`src/rtl/cic_ctrl_pkg.sv`:
```
// Shared definitions for the CIC decimator sequencer.
// Provides the FSM state encoding and the counter-width helper used by the
// top level. No ports; imported by cic_decim_ctrl.
package cic_ctrl_pkg;

    typedef enum logic [1:0] {
        ST_IDLE  = 2'd0,
        ST_CLEAR = 2'd1,
        ST_PRIME = 2'd2,
        ST_RUN   = 2'd3
    } state_e;

    // Bits needed for an unsigned counter that must be able to hold 'limit'.
    function automatic int cnt_width(input int limit);
        if (limit < 2) begin
            return 1;
        end
        return $clog2(limit + 1);
    endfunction

endpackage

```
`src/rtl/cic_ctrl_fifo.sv`:
```
// 2-entry synchronous FIFO holding decimated samples for the downstream consumer.
// Latency: a push is visible on dout/empty the cycle after it is accepted.
// Backpressure: push while full without a same-cycle pop is dropped and pulses ovf.
// Ports: clk, rst (sync, active-high), push/din, pop, flush (empties, overrides push/pop),
//        dout (head), full, empty, ovf (combinational drop pulse).
module cic_ctrl_fifo #(
    parameter int W = 16
) (
    input  logic         clk,
    input  logic         rst,
    input  logic         push,
    input  logic [W-1:0] din,
    input  logic         pop,
    input  logic         flush,
    output logic [W-1:0] dout,
    output logic         full,
    output logic         empty,
    output logic         ovf
);

    logic [W-1:0] mem_q [2];
    logic         rd_q;
    logic [1:0]   cnt_q;
    logic         wr_ptr;
    logic         do_push;
    logic         do_pop;

    assign full    = (cnt_q == 2'd2);
    assign empty   = (cnt_q == 2'd0);
    assign do_pop  = pop && !empty && !flush;
    // When full, a same-cycle pop frees the head slot, so the push is accepted.
    assign do_push = push && !flush && (!full || do_pop);
    assign ovf     = push && !flush && full && !do_pop;
    // Tail slot: rd + count, mod 2 (count of 2 maps back onto rd).
    assign wr_ptr  = rd_q ^ cnt_q[0];
    assign dout    = mem_q[rd_q];

    always_ff @(posedge clk) begin
        if (rst) begin
            mem_q[0] <= '0;
            mem_q[1] <= '0;
            rd_q     <= 1'b0;
            cnt_q    <= 2'd0;
        end else if (flush) begin
            rd_q     <= 1'b0;
            cnt_q    <= 2'd0;
        end else begin
            if (do_push) begin
                mem_q[wr_ptr] <= din;
            end
            if (do_pop) begin
                rd_q <= ~rd_q;
            end
            case ({do_push, do_pop})
                2'b10:   cnt_q <= cnt_q + 2'd1;
                2'b01:   cnt_q <= cnt_q - 2'd1;
                default: cnt_q <= cnt_q;
            endcase
        end
    end

endmodule

```
`src/rtl/cic_decim_ctrl.sv`:
```
// Sequencer for a 4-stage CIC decimator: clear, settle, then capture samples into a 2-entry buffer.
// Latency: sample captured CAPTURE_DLY cycles after its strobe, on m_valid one cycle later.
// Backpressure: m_valid/m_ready; capture into a full buffer without a pop drops the sample, sets err_ovf.
// Ports: clk, rst (sync, active-high); cfg_start/cfg_stop/err_clr control pulses;
//        in_valid -> cic_en; cic_arst_n (registered CIC clear); cic_data_clk/cic_data_out from CIC;
//        m_data/m_valid/m_ready output stream; running; sticky err_ovf, err_timeout.
// Optional: define CIC_CTRL_OVF_CNT_EN to add ovf_count[15:0], a saturating dropped-sample count.
module cic_decim_ctrl
    import cic_ctrl_pkg::*;
#(
    parameter int DATA_WIDTH_O   = 16,
    parameter int CLR_CYCLES     = 4,
    parameter int SETTLE_SAMPLES = 4,
    parameter int CAPTURE_DLY    = 1,
    parameter int WDOG_CYCLES    = 4096
) (
    input  logic                    clk,
    input  logic                    rst,
    input  logic                    cfg_start,
    input  logic                    cfg_stop,
    input  logic                    err_clr,
    input  logic                    in_valid,
    output logic                    cic_en,
    output logic                    cic_arst_n,
    input  logic                    cic_data_clk,
    input  logic [DATA_WIDTH_O-1:0] cic_data_out,
    output logic [DATA_WIDTH_O-1:0] m_data,
    output logic                    m_valid,
    input  logic                    m_ready,
    output logic                    running,
    output logic                    err_ovf,
    output logic                    err_timeout
`ifdef CIC_CTRL_OVF_CNT_EN
    ,
    output logic [15:0]             ovf_count
`endif
);

    localparam int CLR_W  = cnt_width(CLR_CYCLES);
    localparam int SET_W  = cnt_width(SETTLE_SAMPLES);
    localparam int WDOG_W = cnt_width(WDOG_CYCLES);
    localparam int DLY_W  = (CAPTURE_DLY > 0) ? CAPTURE_DLY : 1;

    state_e            state_q, state_d;
    logic [CLR_W-1:0]  clr_cnt_q, clr_cnt_d;
    logic [SET_W-1:0]  settle_q, settle_d;
    logic [WDOG_W-1:0] wdog_q, wdog_d;
    logic [DLY_W-1:0]  dly_q, dly_d;
    logic              cic_arst_n_q, cic_arst_n_d;
    logic              err_ovf_q, err_ovf_d;
    logic              err_to_q, err_to_d;
    logic              strobe_run;
    logic              capture;
    logic              push;
    logic              flush;
    logic              wdog_active;
    logic              to_set;
    logic              fifo_ovf;
    logic              fifo_full;
    logic              fifo_empty;

    // Only strobes seen while already in RUN enter the capture delay line,
    // so the final settling strobe (seen in PRIME) is never captured.
    assign strobe_run = cic_data_clk && (state_q == ST_RUN);
    assign capture    = (CAPTURE_DLY == 0) ? strobe_run : dly_q[DLY_W-1];
    assign push       = capture && (state_q == ST_RUN) && !cfg_start && !cfg_stop;
    assign flush      = cfg_start || cfg_stop || (state_q == ST_CLEAR);

    assign wdog_active = ((state_q == ST_PRIME) || (state_q == ST_RUN)) && !cfg_start && !cfg_stop;
    assign to_set      = wdog_active && !cic_data_clk && (wdog_q == WDOG_W'(WDOG_CYCLES - 1));

    always_comb begin
        state_d  = state_q;
        clr_cnt_d = clr_cnt_q;
        settle_d = settle_q;

        case (state_q)
            ST_CLEAR: begin
                if (clr_cnt_q == CLR_W'(CLR_CYCLES - 1)) begin
                    state_d = ST_PRIME;
                end else begin
                    clr_cnt_d = clr_cnt_q + CLR_W'(1);
                end
            end
            ST_PRIME: begin
                if (cic_data_clk) begin
                    if (settle_q == SET_W'(SETTLE_SAMPLES - 1)) begin
                        state_d = ST_RUN;
                    end else begin
                        settle_d = settle_q + SET_W'(1);
                    end
                end
            end
            default: state_d = state_q;
        endcase

        if (cfg_start) begin
            state_d   = ST_CLEAR;
            clr_cnt_d = '0;
            settle_d  = '0;
        end
        if (cfg_stop) begin
            state_d = ST_IDLE;
        end

        cic_arst_n_d = (state_d == ST_PRIME) || (state_d == ST_RUN);

        dly_d[0] = strobe_run;
        for (int i = 1; i < DLY_W; i++) begin
            dly_d[i] = dly_q[i-1];
        end
        if (cfg_start || cfg_stop) begin
            dly_d = '0;
        end

        wdog_d = '0;
        if (wdog_active && !cic_data_clk) begin
            wdog_d = (wdog_q == WDOG_W'(WDOG_CYCLES)) ? wdog_q : wdog_q + WDOG_W'(1);
        end

        // Set events take priority over clearing in the same cycle.
        err_ovf_d = (err_clr || cfg_start) ? 1'b0 : err_ovf_q;
        if (fifo_ovf) begin
            err_ovf_d = 1'b1;
        end
        err_to_d = (err_clr || cfg_start) ? 1'b0 : err_to_q;
        if (to_set) begin
            err_to_d = 1'b1;
        end
    end

    always_ff @(posedge clk) begin
        if (rst) begin
            state_q      <= ST_IDLE;
            clr_cnt_q    <= '0;
            settle_q     <= '0;
            wdog_q       <= '0;
            dly_q        <= '0;
            cic_arst_n_q <= 1'b0;
            err_ovf_q    <= 1'b0;
            err_to_q     <= 1'b0;
        end else begin
            state_q      <= state_d;
            clr_cnt_q    <= clr_cnt_d;
            settle_q     <= settle_d;
            wdog_q       <= wdog_d;
            dly_q        <= dly_d;
            cic_arst_n_q <= cic_arst_n_d;
            err_ovf_q    <= err_ovf_d;
            err_to_q     <= err_to_d;
        end
    end

    cic_ctrl_fifo #(
        .W(DATA_WIDTH_O)
    ) u_fifo (
        .clk  (clk),
        .rst  (rst),
        .push (push),
        .din  (cic_data_out),
        .pop  (m_ready),
        .flush(flush),
        .dout (m_data),
        .full (fifo_full),
        .empty(fifo_empty),
        .ovf  (fifo_ovf)
    );

`ifdef CIC_CTRL_OVF_CNT_EN
    logic [15:0] ovf_cnt_q, ovf_cnt_d;

    always_comb begin
        ovf_cnt_d = (err_clr || cfg_start) ? 16'd0 : ovf_cnt_q;
        if (fifo_ovf && (ovf_cnt_d != 16'hFFFF)) begin
            ovf_cnt_d = ovf_cnt_d + 16'd1;
        end
    end

    always_ff @(posedge clk) begin
        if (rst) begin
            ovf_cnt_q <= 16'd0;
        end else begin
            ovf_cnt_q <= ovf_cnt_d;
        end
    end

    assign ovf_count = ovf_cnt_q;
`endif

    // Input enable follows the ADC valid directly once the CIC is out of clear.
    assign cic_en      = ((state_q == ST_PRIME) || (state_q == ST_RUN)) && in_valid;
    assign cic_arst_n  = cic_arst_n_q;
    assign m_valid     = !fifo_empty;
    assign running     = (state_q == ST_RUN);
    assign err_ovf     = err_ovf_q;
    assign err_timeout = err_to_q;

endmodule
```
`config.mk`:
```
export PLATFORM = sky130hd
export DESIGN_NAME = cic_decim_ctrl
export DESIGN_NICKNAME = d
export VERILOG_FILES = /design/src/rtl/cic_ctrl_pkg.sv /design/src/rtl/cic_ctrl_fifo.sv /design/src/rtl/cic_decim_ctrl.sv
export SDC_FILE = /design/constraint.sdc
export NUM_CORES = 1
export LEC_CHECK = 0
export BUFFER_PORTS_ARGS = -buffer_cell sky130_fd_sc_hd__buf_4
export CORE_ASPECT_RATIO = 0.8
export CORE_MARGIN = 4
export CORE_UTILIZATION = 55
export CTS_BUF_LIST = sky130_fd_sc_hd__clkbuf_16
export CTS_CLUSTER_DIAMETER = 120
export CTS_CLUSTER_SIZE = 8
export DETAILED_ROUTE_END_ITERATION = 12
export PLACE_DENSITY_LB_ADDON = 0.05
export SLEW_MARGIN = 0
export SYNTH_ARGS = -nofsm -noshare
export SYNTH_HDL_FRONTEND = slang
export SYNTH_HIERARCHICAL = 1
export SYNTH_SLANG_ARGS = --single-unit
```
`constraint.sdc`:
```
create_clock -name clk -period 6.3 [get_ports clk]
set_clock_uncertainty 0.1 [all_clocks]
set_input_delay 1.26 -clock clk [delete_from_list [all_inputs] [get_ports clk]]
set_output_delay 1.26 -clock clk [all_outputs]
set_load 0.05 [all_outputs]
```
==> impl_metrics.xml <==
<?xml version="1.0" encoding="UTF-8"?>
<metrics>
  <group name="worst_setup_path">
    <metric name="timing.critical_path.arrival" unit="ps">3430</metric>
    <metric name="worst-path-max-fanout" unit="">17</metric>
    <metric name="worstSetupPathType" unit="">in2reg</metric>
    <metric name="setup.worst_path.end_class" unit="">flip-flop</metric>
    <metric name="worst-endpoint-required" unit="ps">6170</metric>
    <metric name="worst_setup_path_start_kind" unit="">input port</metric>
  </group>
  <group name="floorplanning">
    <metric name="die_height" unit="µm">73.1</metric>
    <metric name="rows" unit="">23</metric>
    <metric name="placeableCoreArea" unit="µm²">5060</metric>
    <metric name="initial_core_util" unit="%">57.6</metric>
    <metric name="chipWidth" unit="µm">89.4</metric>
    <metric name="design.die.area" unit="µm²">6540</metric>
    <metric name="design.portCount" unit="">46</metric>
  </group>
  <group name="final_layout">
    <metric name="layout-area-overhead-vs-synth" unit="%">23.5</metric>
    <metric name="layout.cell_area.non_filler" unit="µm²">3600</metric>
    <metric name="final_common_cell" unit="">sky130_fd_sc_hd__buf_4</metric>
    <metric name="nets" unit="">336</metric>
    <metric name="final_core_util" unit="%">71.1</metric>
    <metric name="fraction_of_layout_cells_with_a_size_suffix_above_1" unit="%">28.0</metric>
    <metric name="leading_cell_types_in_the_layout_fill_and_taps_excluded" unit="">45 x sky130_fd_sc_hd__buf_4, 33 x sky130_fd_sc_hd__and2_1, 32 x sky130_fd_sc_hd__edfxtp_1</metric>
    <metric name="num_antenna_cells" unit="">0</metric>
  </group>
  <group name="route">
    <metric name="wl_per_cell" unit="µm">14.8</metric>
    <metric name="initialDrtViolationCount" unit="">84</metric>
    <metric name="drt_pre_antenna_iters" unit="">4</metric>
    <metric name="drcViolationCount" unit="">0</metric>
    <metric name="drtAntennaViolNets" unit="">0</metric>
    <metric name="vias" unit="">2031</metric>
    <metric name="finalWirelength" unit="mm">5.45</metric>
    <metric name="viasPerCell" unit="">5.50</metric>
  </group>
  <group name="timing">
    <metric name="slew_of_the_pin_with_the_lowest_slew_margin" unit="ps">833</metric>
    <metric name="period_minus_slack" unit="ps">3560</metric>
    <metric name="max_clock_freq" unit="GHz">0.281</metric>
    <metric name="timing.final.hold_violations" unit="">0</metric>
    <metric name="max-slew-margin-rel" unit="%">44.2</metric>
    <metric name="setup_total_negative_slack" unit="ps">0</metric>
    <metric name="timing.final.setup_violations" unit="">0</metric>
    <metric name="post_route_fraction_of_the_period_consumed_by_the_critical_path" unit="%">56.5</metric>
    <metric name="rsz0062_at_grt" unit="">no</metric>
    <metric name="timing_max_transition_violations_final" unit="">0</metric>
  </group>
  <group name="clocking">
    <metric name="numClockSinks" unit="">61</metric>
    <metric name="clk_pin_slew" unit="ps">50</metric>
    <metric name="clock_latency" unit="ps">320</metric>
    <metric name="cts_buffers" unit="">9</metric>
    <metric name="cts.path.max_buffers" unit="">2</metric>
    <metric name="post_cts_resized" unit="">0</metric>
    <metric name="root_driver" unit="">sky130_fd_sc_hd__clkbuf_16</metric>
    <metric name="cts_tree" unit="">yes</metric>
    <metric name="cts-hold-fix-buffers" unit="">0</metric>
    <metric name="cts_max_level" unit="">3</metric>
    <metric name="cts.repair_timing.setup_buffer_count" unit="">0</metric>
  </group>
  <group name="synth">
    <metric name="syn_area" unit="µm²">2920</metric>
    <metric name="post_synth_inst_count" unit="">257</metric>
    <metric name="mappedNetlistNets" unit="">291</metric>
    <metric name="synth-warning-count" unit="">6</metric>
    <metric name="synth.avg_cell_area" unit="µm²">11.3</metric>
  </group>
  <group name="placed_design">
    <metric name="dpl-instance-area" unit="µm²">3270</metric>
    <metric name="globalplace.congestion" unit="">0.851</metric>
    <metric name="place_hpwl" unit="mm">3.73</metric>
    <metric name="port_buffers" unit="">45</metric>
  </group>
  <group name="global_routing">
    <metric name="grt.overflow.total" unit="">0</metric>
    <metric name="grt_first_pass_wirelength" unit="mm">8.89</metric>
    <metric name="grt_max_degree" unit="">18</metric>
    <metric name="gr-usage-all-layers" unit="%">18.2</metric>
    <metric name="number_of_global_route_vias_before_repair" unit="">1921</metric>
    <metric name="antenna_found_initial" unit="">0</metric>
  </group>
  <group name="outcome">
    <metric name="run_status" unit="">complete, no violations</metric>
  </group>
  <group name="power_and_ir_drop">
    <metric name="p_per_area" unit="nW/µm²">282</metric>
    <metric name="power.static_leakage" unit="nW">1.43</metric>
    <metric name="vdd_ir_drop_max" unit="µV">298</metric>
  </group>
  <group name="worst_hold_path">
    <metric name="holdCritPathClass" unit="">reg2reg</metric>
  </group>
  <group name="flow_run">
    <metric name="drv_cap" unit="">0</metric>
  </group>
</metrics>
registers in the layout, indices dropped and copies added (netlist names), named ones only:
name / count
err_ovf: 1
settle_q: 3
u_fifo/mem_q: 32
capture: 1
err_timeout: 1
cic_arst_n: 1
clr_cnt_q: 3
u_fifo/rd_q: 1
u_fifo/cnt_q: 2
wdog_q: 13
state_q: 2
critical path, cell delays in order:
cell                     delay, ps
sky130_fd_sc_hd__buf_4         130
sky130_fd_sc_hd__or3_1         450
sky130_fd_sc_hd__or3b_4        440
sky130_fd_sc_hd__nor3_2        640
sky130_fd_sc_hd__or2_2         510
layout make-up:
| type | count | area, µm² |
|---|---|---|
| flip-flops and latches | 61 | 1540 |
| fillers | 380 | 1460 |
| multi-input cells | 174 | 1270 |
| repair buffers | 45 | 338 |
| clock buffers | 9 | 225 |
| clock inverters | 7 | 106 |
| well taps | 62 | 77.6 |
| inverters | 11 | 41.3 |
stage by stage:
step                power (W)  hold WS (ps)  std cells  setup WS, ps
finish                0.00102           354        369          2740
global route          0.00105           398        369          2590
CTS                   0.00103           357        369          2750
detailed placement   0.000484           351        353          2410
global placement     0.000483           344        353          2490
floorplan            0.000460           336        257          3090
layer usage:
metal  share of wire [%]  vias to the layer above  GRT usage [%]
met4                 1.1                        0           6.45
met3                 5.7                        6           7.00
met5                   0                        -              0
li1                    -                     1024              -
met2                  49                       48           29.7
met1                  44                      953           22.1
worst paths after layout:
kind	start	to	slack (ps)	cells after the start
hold reg to reg	settle_q[2]$_SDFFE_PP0P_	settle_q[2]$_SDFFE_PP0P_	350	2
setup reg to reg	state_q[1]$_SDFF_PP0_	u_fifo/mem_q[0][3]$_SDFFCE_PN0P_	3140	6
setup / recovery	cfg_stop	u_fifo/mem_q[0][3]$_SDFFCE_PN0P_	2740	5
hold / removal	settle_q[2]$_SDFFE_PP0P_	settle_q[2]$_SDFFE_PP0P_	350	2
power breakdown:
group / total, W / switching, W / internal, W
clock: 0.000540 / 0.000159 / 0.000381
sequential: 0.000428 / 0.00000251 / 0.000425
combinational: 0.0000482 / 0.0000288 / 0.0000195
total: 0.00102 / 0.000190 / 0.000825
Note: power is estimated with default switching activity, not from simulation.
